`config.mk`:
```
export PLATFORM = sky130hd
export DESIGN_NAME = bmem_arbiter
export DESIGN_NICKNAME = d
export VERILOG_FILES = /design/src/rtl/bmem_arb_pkg.sv /design/src/rtl/line_buffer.sv /design/src/rtl/bmem_arbiter.sv
export SDC_FILE = /design/constraint.sdc
export NUM_CORES = 2
export LEC_CHECK = 0
export CORE_AREA = 3 3 396 398
export CTS_CLUSTER_SIZE = 14
export DETAILED_ROUTE_END_ITERATION = 8
export DIE_AREA = 0 0 399 401
export HOLD_SLACK_MARGIN = 0.08
export PLACE_DENSITY = 0.46
export SLEW_MARGIN = 10
export SYNTH_ARGS = -nofsm -noshare
export SYNTH_HDL_FRONTEND = slang
export SYNTH_SLANG_ARGS = --single-unit
```
`constraint.sdc`:
```
create_clock -name clk -period 72.2 [get_ports clk]
set_input_delay 14.44 -clock clk [delete_from_list [all_inputs] [get_ports clk]]
set_output_delay 14.44 -clock clk [all_outputs]
set_load 0.02 [all_outputs]
```
`src/rtl/bmem_arb_pkg.sv`:
```
// rtl/bmem_arb_pkg.sv - shared types, sizes and address helper for the bmem arbiter
package bmem_arb_pkg;

  localparam int LINE_BITS     = 256;
  localparam int BEAT_BITS     = 64;
  localparam int BEATS         = LINE_BITS / BEAT_BITS;
  localparam int OFFSET_BITS   = 5;
  localparam int BEAT_IDX_BITS = $clog2(BEATS);

  typedef enum logic [2:0] {
    IDLE,
    RD_REQ,
    RD_DATA,
    WR,
    RESP
  } state_t;

  typedef enum logic {
    PORT_I,
    PORT_D
  } port_t;

  // Clear the byte-within-line offset so every burst starts on a 32-byte boundary.
  function automatic logic [31:0] line_addr(input logic [31:0] addr);
    return addr & ~((32'd1 << OFFSET_BITS) - 32'd1);
  endfunction

endpackage

```
`src/rtl/line_buffer.sv`:
```
// rtl/line_buffer.sv - one cache line of storage with beat-indexed load and read
// Ports:
//   clk, rst              clock, asynchronous active-high reset (clears the line)
//   line_we, line_data    load the whole line (writeback capture)
//   beat_we, beat_data    load one beat at beat_idx (read assembly)
//   beat_idx              beat index used for both beat load and beat read
//   line                  full stored line
//   beat                  stored beat selected by beat_idx (write burst data)
module line_buffer
  import bmem_arb_pkg::*;
(
  input  logic                     clk,
  input  logic                     rst,
  input  logic                     line_we,
  input  logic [LINE_BITS-1:0]     line_data,
  input  logic                     beat_we,
  input  logic [BEAT_IDX_BITS-1:0] beat_idx,
  input  logic [BEAT_BITS-1:0]     beat_data,
  output logic [LINE_BITS-1:0]     line,
  output logic [BEAT_BITS-1:0]     beat
);

  // Beat 0 lives in the least significant 64 bits of the line.
  logic [BEATS-1:0][BEAT_BITS-1:0] line_q;

  always_ff @(posedge clk or posedge rst) begin
    if (rst) begin
      line_q <= '0;
    end else if (line_we) begin
      line_q <= line_data;
    end else if (beat_we) begin
      line_q[beat_idx] <= beat_data;
    end
  end

  assign line = line_q;
  assign beat = line_q[beat_idx];

endmodule

```
`src/rtl/bmem_arbiter.sv`:
```
// rtl/bmem_arbiter.sv - round-robin icache/dcache arbiter and 4-beat bmem burst sequencer
// Ports:
//   clk, rst                      clock, asynchronous active-high reset
//   icache_dfp_*                  icache line read request / line response
//   dcache_dfp_*                  dcache line read or writeback request / line response
//   bmem_addr, bmem_read          read command (one accepted cycle per line)
//   bmem_write, bmem_wdata        writeback beats (four accepted beats per line)
//   bmem_ready                    bmem accepts the command or beat this cycle
//   bmem_raddr/rdata/rvalid       returning read beats, tagged with their line address
module bmem_arbiter
  import bmem_arb_pkg::*;
(
  input  logic                 clk,
  input  logic                 rst,
  input  logic [31:0]          icache_dfp_addr,
  input  logic                 icache_dfp_read,
  output logic [LINE_BITS-1:0] icache_dfp_rdata,
  output logic                 icache_dfp_resp,
  input  logic [31:0]          dcache_dfp_addr,
  input  logic                 dcache_dfp_read,
  input  logic                 dcache_dfp_write,
  input  logic [LINE_BITS-1:0] dcache_dfp_wdata,
  output logic [LINE_BITS-1:0] dcache_dfp_rdata,
  output logic                 dcache_dfp_resp,
  output logic [31:0]          bmem_addr,
  output logic                 bmem_read,
  output logic                 bmem_write,
  output logic [BEAT_BITS-1:0] bmem_wdata,
  input  logic                 bmem_ready,
  input  logic [31:0]          bmem_raddr,
  input  logic [BEAT_BITS-1:0] bmem_rdata,
  input  logic                 bmem_rvalid
);

  state_t                   state_q, state_d;
  port_t                    port_q, last_grant_q, grant_port;
  logic                     op_wr_q, grant_wr, grant_valid, capture;
  logic [31:0]              addr_q, grant_addr;
  logic [BEAT_IDX_BITS-1:0] beat_cnt_q;
  logic [LINE_BITS-1:0]     line, irdata_q, drdata_q;
  logic [BEAT_BITS-1:0]     wr_beat;
  logic                     icache_req, dcache_req, beat_accept, wr_accept;

  assign icache_req = icache_dfp_read;
  assign dcache_req = dcache_dfp_read | dcache_dfp_write;

  // Round-robin: on a tie the port that did not win last time is granted.
  // A dcache request with both read and write high is a writeback.
  always_comb begin
    grant_port = PORT_I;
    if (icache_req && dcache_req) begin
      grant_port = (last_grant_q == PORT_I) ? PORT_D : PORT_I;
    end else if (dcache_req) begin
      grant_port = PORT_D;
    end
    grant_valid = icache_req | dcache_req;
    grant_wr    = (grant_port == PORT_D) && dcache_dfp_write;
    grant_addr  = (grant_port == PORT_D) ? dcache_dfp_addr : icache_dfp_addr;
  end

  // Beats tagged with another line's address belong to someone else; drop them.
  assign beat_accept = (state_q == RD_DATA) && bmem_rvalid && (bmem_raddr == addr_q);
  assign wr_accept   = (state_q == WR) && bmem_ready;

  always_ff @(posedge clk or posedge rst) begin
    if (rst) begin
      state_q <= IDLE;
    end else begin
      state_q <= state_d;
    end
  end

  always_comb begin
    state_d         = state_q;
    capture         = 1'b0;
    bmem_read       = 1'b0;
    bmem_write      = 1'b0;
    bmem_wdata      = '0;
    icache_dfp_resp = 1'b0;
    dcache_dfp_resp = 1'b0;
    case (state_q)
      IDLE: begin
        if (grant_valid) begin
          capture = 1'b1;
          state_d = grant_wr ? WR : RD_REQ;
        end
      end
      RD_REQ: begin
        bmem_read = 1'b1;
        if (bmem_ready) state_d = RD_DATA;
      end
      RD_DATA: begin
        if (beat_accept && (beat_cnt_q == BEAT_IDX_BITS'(BEATS - 1))) state_d = RESP;
      end
      WR: begin
        bmem_write = 1'b1;
        bmem_wdata = wr_beat;
        if (wr_accept && (beat_cnt_q == BEAT_IDX_BITS'(BEATS - 1))) state_d = RESP;
      end
      RESP: begin
        icache_dfp_resp = (port_q == PORT_I);
        dcache_dfp_resp = (port_q == PORT_D);
        state_d         = IDLE;
      end
      default: state_d = IDLE;
    endcase
  end

  // beat_cnt is reloaded on grant and wraps back to 0 on the last beat.
  always_ff @(posedge clk or posedge rst) begin
    if (rst) begin
      addr_q       <= '0;
      port_q       <= PORT_I;
      op_wr_q      <= 1'b0;
      beat_cnt_q   <= '0;
      last_grant_q <= PORT_I;
      irdata_q     <= '0;
      drdata_q     <= '0;
    end else begin
      if (capture) begin
        addr_q     <= line_addr(grant_addr);
        port_q     <= grant_port;
        op_wr_q    <= grant_wr;
        beat_cnt_q <= '0;
      end else if (beat_accept || wr_accept) begin
        beat_cnt_q <= beat_cnt_q + 1'b1;
      end
      if (state_q == RESP) begin
        last_grant_q <= port_q;
        if (port_q == PORT_I) irdata_q <= line;
        if (port_q == PORT_D && !op_wr_q) drdata_q <= line;
      end
    end
  end

  // The assembled line is visible during the response cycle itself; the
  // per-port registers then hold it until that port's next read response.
  assign icache_dfp_rdata = (state_q == RESP && port_q == PORT_I) ? line : irdata_q;
  assign dcache_dfp_rdata = (state_q == RESP && port_q == PORT_D && !op_wr_q) ? line : drdata_q;
  assign bmem_addr        = addr_q;

  line_buffer u_line_buffer (
    .clk       (clk),
    .rst       (rst),
    .line_we   (capture && grant_wr),
    .line_data (dcache_dfp_wdata),
    .beat_we   (beat_accept),
    .beat_idx  (beat_cnt_q),
    .beat_data (bmem_rdata),
    .line      (line),
    .beat      (wr_beat)
  );

endmodule
```
==> flow_metrics.tcl <==
set metrics [dict create \
    gp_congestion 0.853 \
    fin_crit_ns 20.42 \
    clk_path_buf_depth 3 \
    portBuffers 1019 \
    seqCellArea_mm2 0.0201 \
    cts_tree "built" \
    htree_num_levels 3 \
    multi_input_area_mm2 0.0165 \
    crit_type "reg2out" \
    fmaxAchievable_mhz 49.0 \
    design_area_mm2 0.0532 \
    coreArea_mm2 0.154 \
    hp-class "reg2reg" \
    synth_flop_cell "dfrtp_1" \
    grt_pass1_wl_um 228000 \
    ys_seq_area_share_pct 53.2 \
    rows 144 \
    grt_overflow_total 0 \
    grt_pass1_vias 29900 \
    via_per_inst 4.78 \
    cts.repair.resized 0 \
    yosys_warnings 0 \
    start_util_pct 24.6 \
    synth-async-reset-ratio_pct 100 \
    wl_um 161000 \
    synth_common_cells "803 x dfrtp_1, 768 x mux2_2, 357 x nand2_1" \
    clk_pin_slew_worst_paths_ns 0.05 \
    dp.cells 5903 \
    instances_no_fill 6111 \
    dpl.hpwl_um 113000 \
    p_per_area_mw_per_mm2 33.6 \
    drive_gt1_share_pct 25.9 \
    synth_cell_types 38 \
    rsz0062_at_grt "false" \
    cp-startpoint "state_q[0]$_DFFE_PP0P_" \
    slew_violations 0 \
    netlist_top_cells_area "dfrtp_1 53%, mux2_2 23%, nand3_1 4.3%, mux4_2 3.8%, o211ai_1 3.8%" \
    avgSynthCellArea_um2 12.4 \
    numCtsBuffers 101 \
    drt_iter0_markers 1817 \
    cts_hold_buf 0 \
    dpl_worst_slack_ns 51.94 \
    skew_ns 0.0266 \
    leakagePower_nw 23.3 \
    synth_seq_cells 803 \
    worstSkewPairLatency_ns 0.71 \
    hold_slack_ns 0.493 \
    status "finished, final reports clean" \
    worst_pin_slew_ns 1.04 \
    synth_area_leader_cell "dfrtp_1" \
    worst_setup_path_start_kind "flip-flop" \
    grt_use_total_pct 19.5 \
    fin_crit_sh_pct 28.3 \
    syn_area_mm2 0.0378 \
    total_power_mw 1.78 \
    use_met3_pct 6.03 \
    synth_cells 3048 \
    end_kind "output pin" \
    crit_path_max_fanout 47 \
    drc_errors 0 \
    busiest_layer "met2" \
    clock-sinks 803 \
    final.fill_count 15400 \
    r2r_start "state_q[0]$_DFFE_PP0P_" \
    drv_cap 0 \
    die_w_um 399 \
    grt_util_met1_pct 24.8 \
    met2_usage_pct 31.5 \
    postCtsSetupBuffers 0 \
    fp.dieH_um 401 \
    fin_ws_ns 51.78 \
    slew_headroom_pct 30.7 \
    cts_root_buf "clkbuf_16" \
    synth-edff-count 0 \
    grt_max_degree 161 \
    hold_violations 0 \
    ios 1035 \
    reg2reg_depth 8 \
    grt_antenna_before_repair 32 \
    vias 29200 \
    fin_nets 4389 \
    worstPathRequired_ns 57.76 \
    first_pass_iters 7 \
    post-route-util_pct 34.6 \
    arrival_ns 5.98 \
    setup_violations 0 \
    post_dp_cell_area_mm2 0.0498 \
    worstHoldStart "irdata_q[72]$_DFFE_PP0P_" \
    die_area_mm2 0.160 \
    postRouteAntennaNets 0 \
    hold_depth 1 \
    setup_tns_ns 0 \
    wl_per_cell_um 26.3 \
    synth_top_area_share_pct 53.2 \
    yosys.cell_count.top_type "dfrtp_1" \
    syn2layout_area_growth_pct 40.7 \
    vdd_drop_max_mv 0.0178 \
]
==> path summary, 6_finish.rpt <==
path | slack, ns | to
hold reg to reg | 0.49 | irdata_q[72]$_DFFE_PP0P_
setup reg to reg | 66.91 | u_line_buffer.line[95]$_DFFE_PP0P_
max in group asynchronous | 52.99 | drdata_q[27]$_DFFE_PP0P_
min in group asynchronous | 14.29 | irdata_q[171]$_DFFE_PP0P_
hold / removal | 0.49 | irdata_q[72]$_DFFE_PP0P_
setup / recovery | 51.78 | icache_dfp_rdata[166]
==> flip-flops by register name, indices dropped and copies added, names as in the netlist <==
register	flops
port_q	1
irdata_q	256
state_q	3
last_grant_q	1
bmem_addr	27
u_line_buffer.line	256
drdata_q	256
beat_cnt_q	2
op_wr_q	1
==> cell type report <==
class | count | share of cell area [%]
clock buffer | 156 | 5.65
clock inverter | 27 | 0.562
multi-input combinational | 1982 | 31.1
tap | 2044 | 4.81
timing repair buffer | 1063 | 19.9
antenna | 25 | 0.118
inverter | 11 | 0.0918
sequential | 803 | 37.8
==> cell usage in the layout, fill, tap and decap left out, drive strengths merged, types with 7 or more instances in the layout <==
| master | count |
|---|---|
| and3 | 67 |
| buf | 44 |
| clkbuf | 156 |
| clkdlybuf4s50 | 1019 |
| clkinv | 20 |
| dfrtp | 803 |
| diode | 25 |
| inv | 15 |
| mux2 | 768 |
| mux2i | 29 |
| mux4 | 64 |
| nand2 | 357 |
| nand2b | 10 |
| nand3 | 323 |
| nand3b | 64 |
| nand4 | 17 |
| nor2 | 7 |
| nor3 | 9 |
| o211ai | 192 |
| o21ai | 30 |
| xnor2 | 20 |
==> kinds of logic after synthesis <==
family	share of synthesized area (%)
adder cells (fa/ha/maj)	0.132
buffers and inverters	3.32
AO/OA/AOI/OAI	4.37
XOR/XNOR	0.463
multiplexers	27.5
flip-flops	53.2
AND/OR/NAND/NOR	11.1
other	0.00992
==> power by group <==
| group | switching [mW] | internal, mW | total [mW] |
|---|---|---|---|
| Sequential | 0.146 | 0.560 | 0.706 |
| Clock | 0.213 | 0.297 | 0.510 |
| Combinational | 0.290 | 0.278 | 0.568 |
==> metal layers <==
metal / vias to the layer above / part of all wire (%)
met4: 4 / 3.0
met2: 965 / 47
li1: 12900 / -
met1: 15100 / 42
met5: - / 0.016
met3: 206 / 7.9
==> worst max-delay path: stages, from the launching register on <==
cell and delay [ns]:
dfrtp_4 0.66, nor2_1 0.21, nand2_1 0.12, nor2_4 0.79
buf_4 0.67, buf_4 0.70, buf_4 0.75, mux2_2 0.31
clkdlybuf4s50_1 0.93
Note: power is estimated with default switching activity, not from simulation.
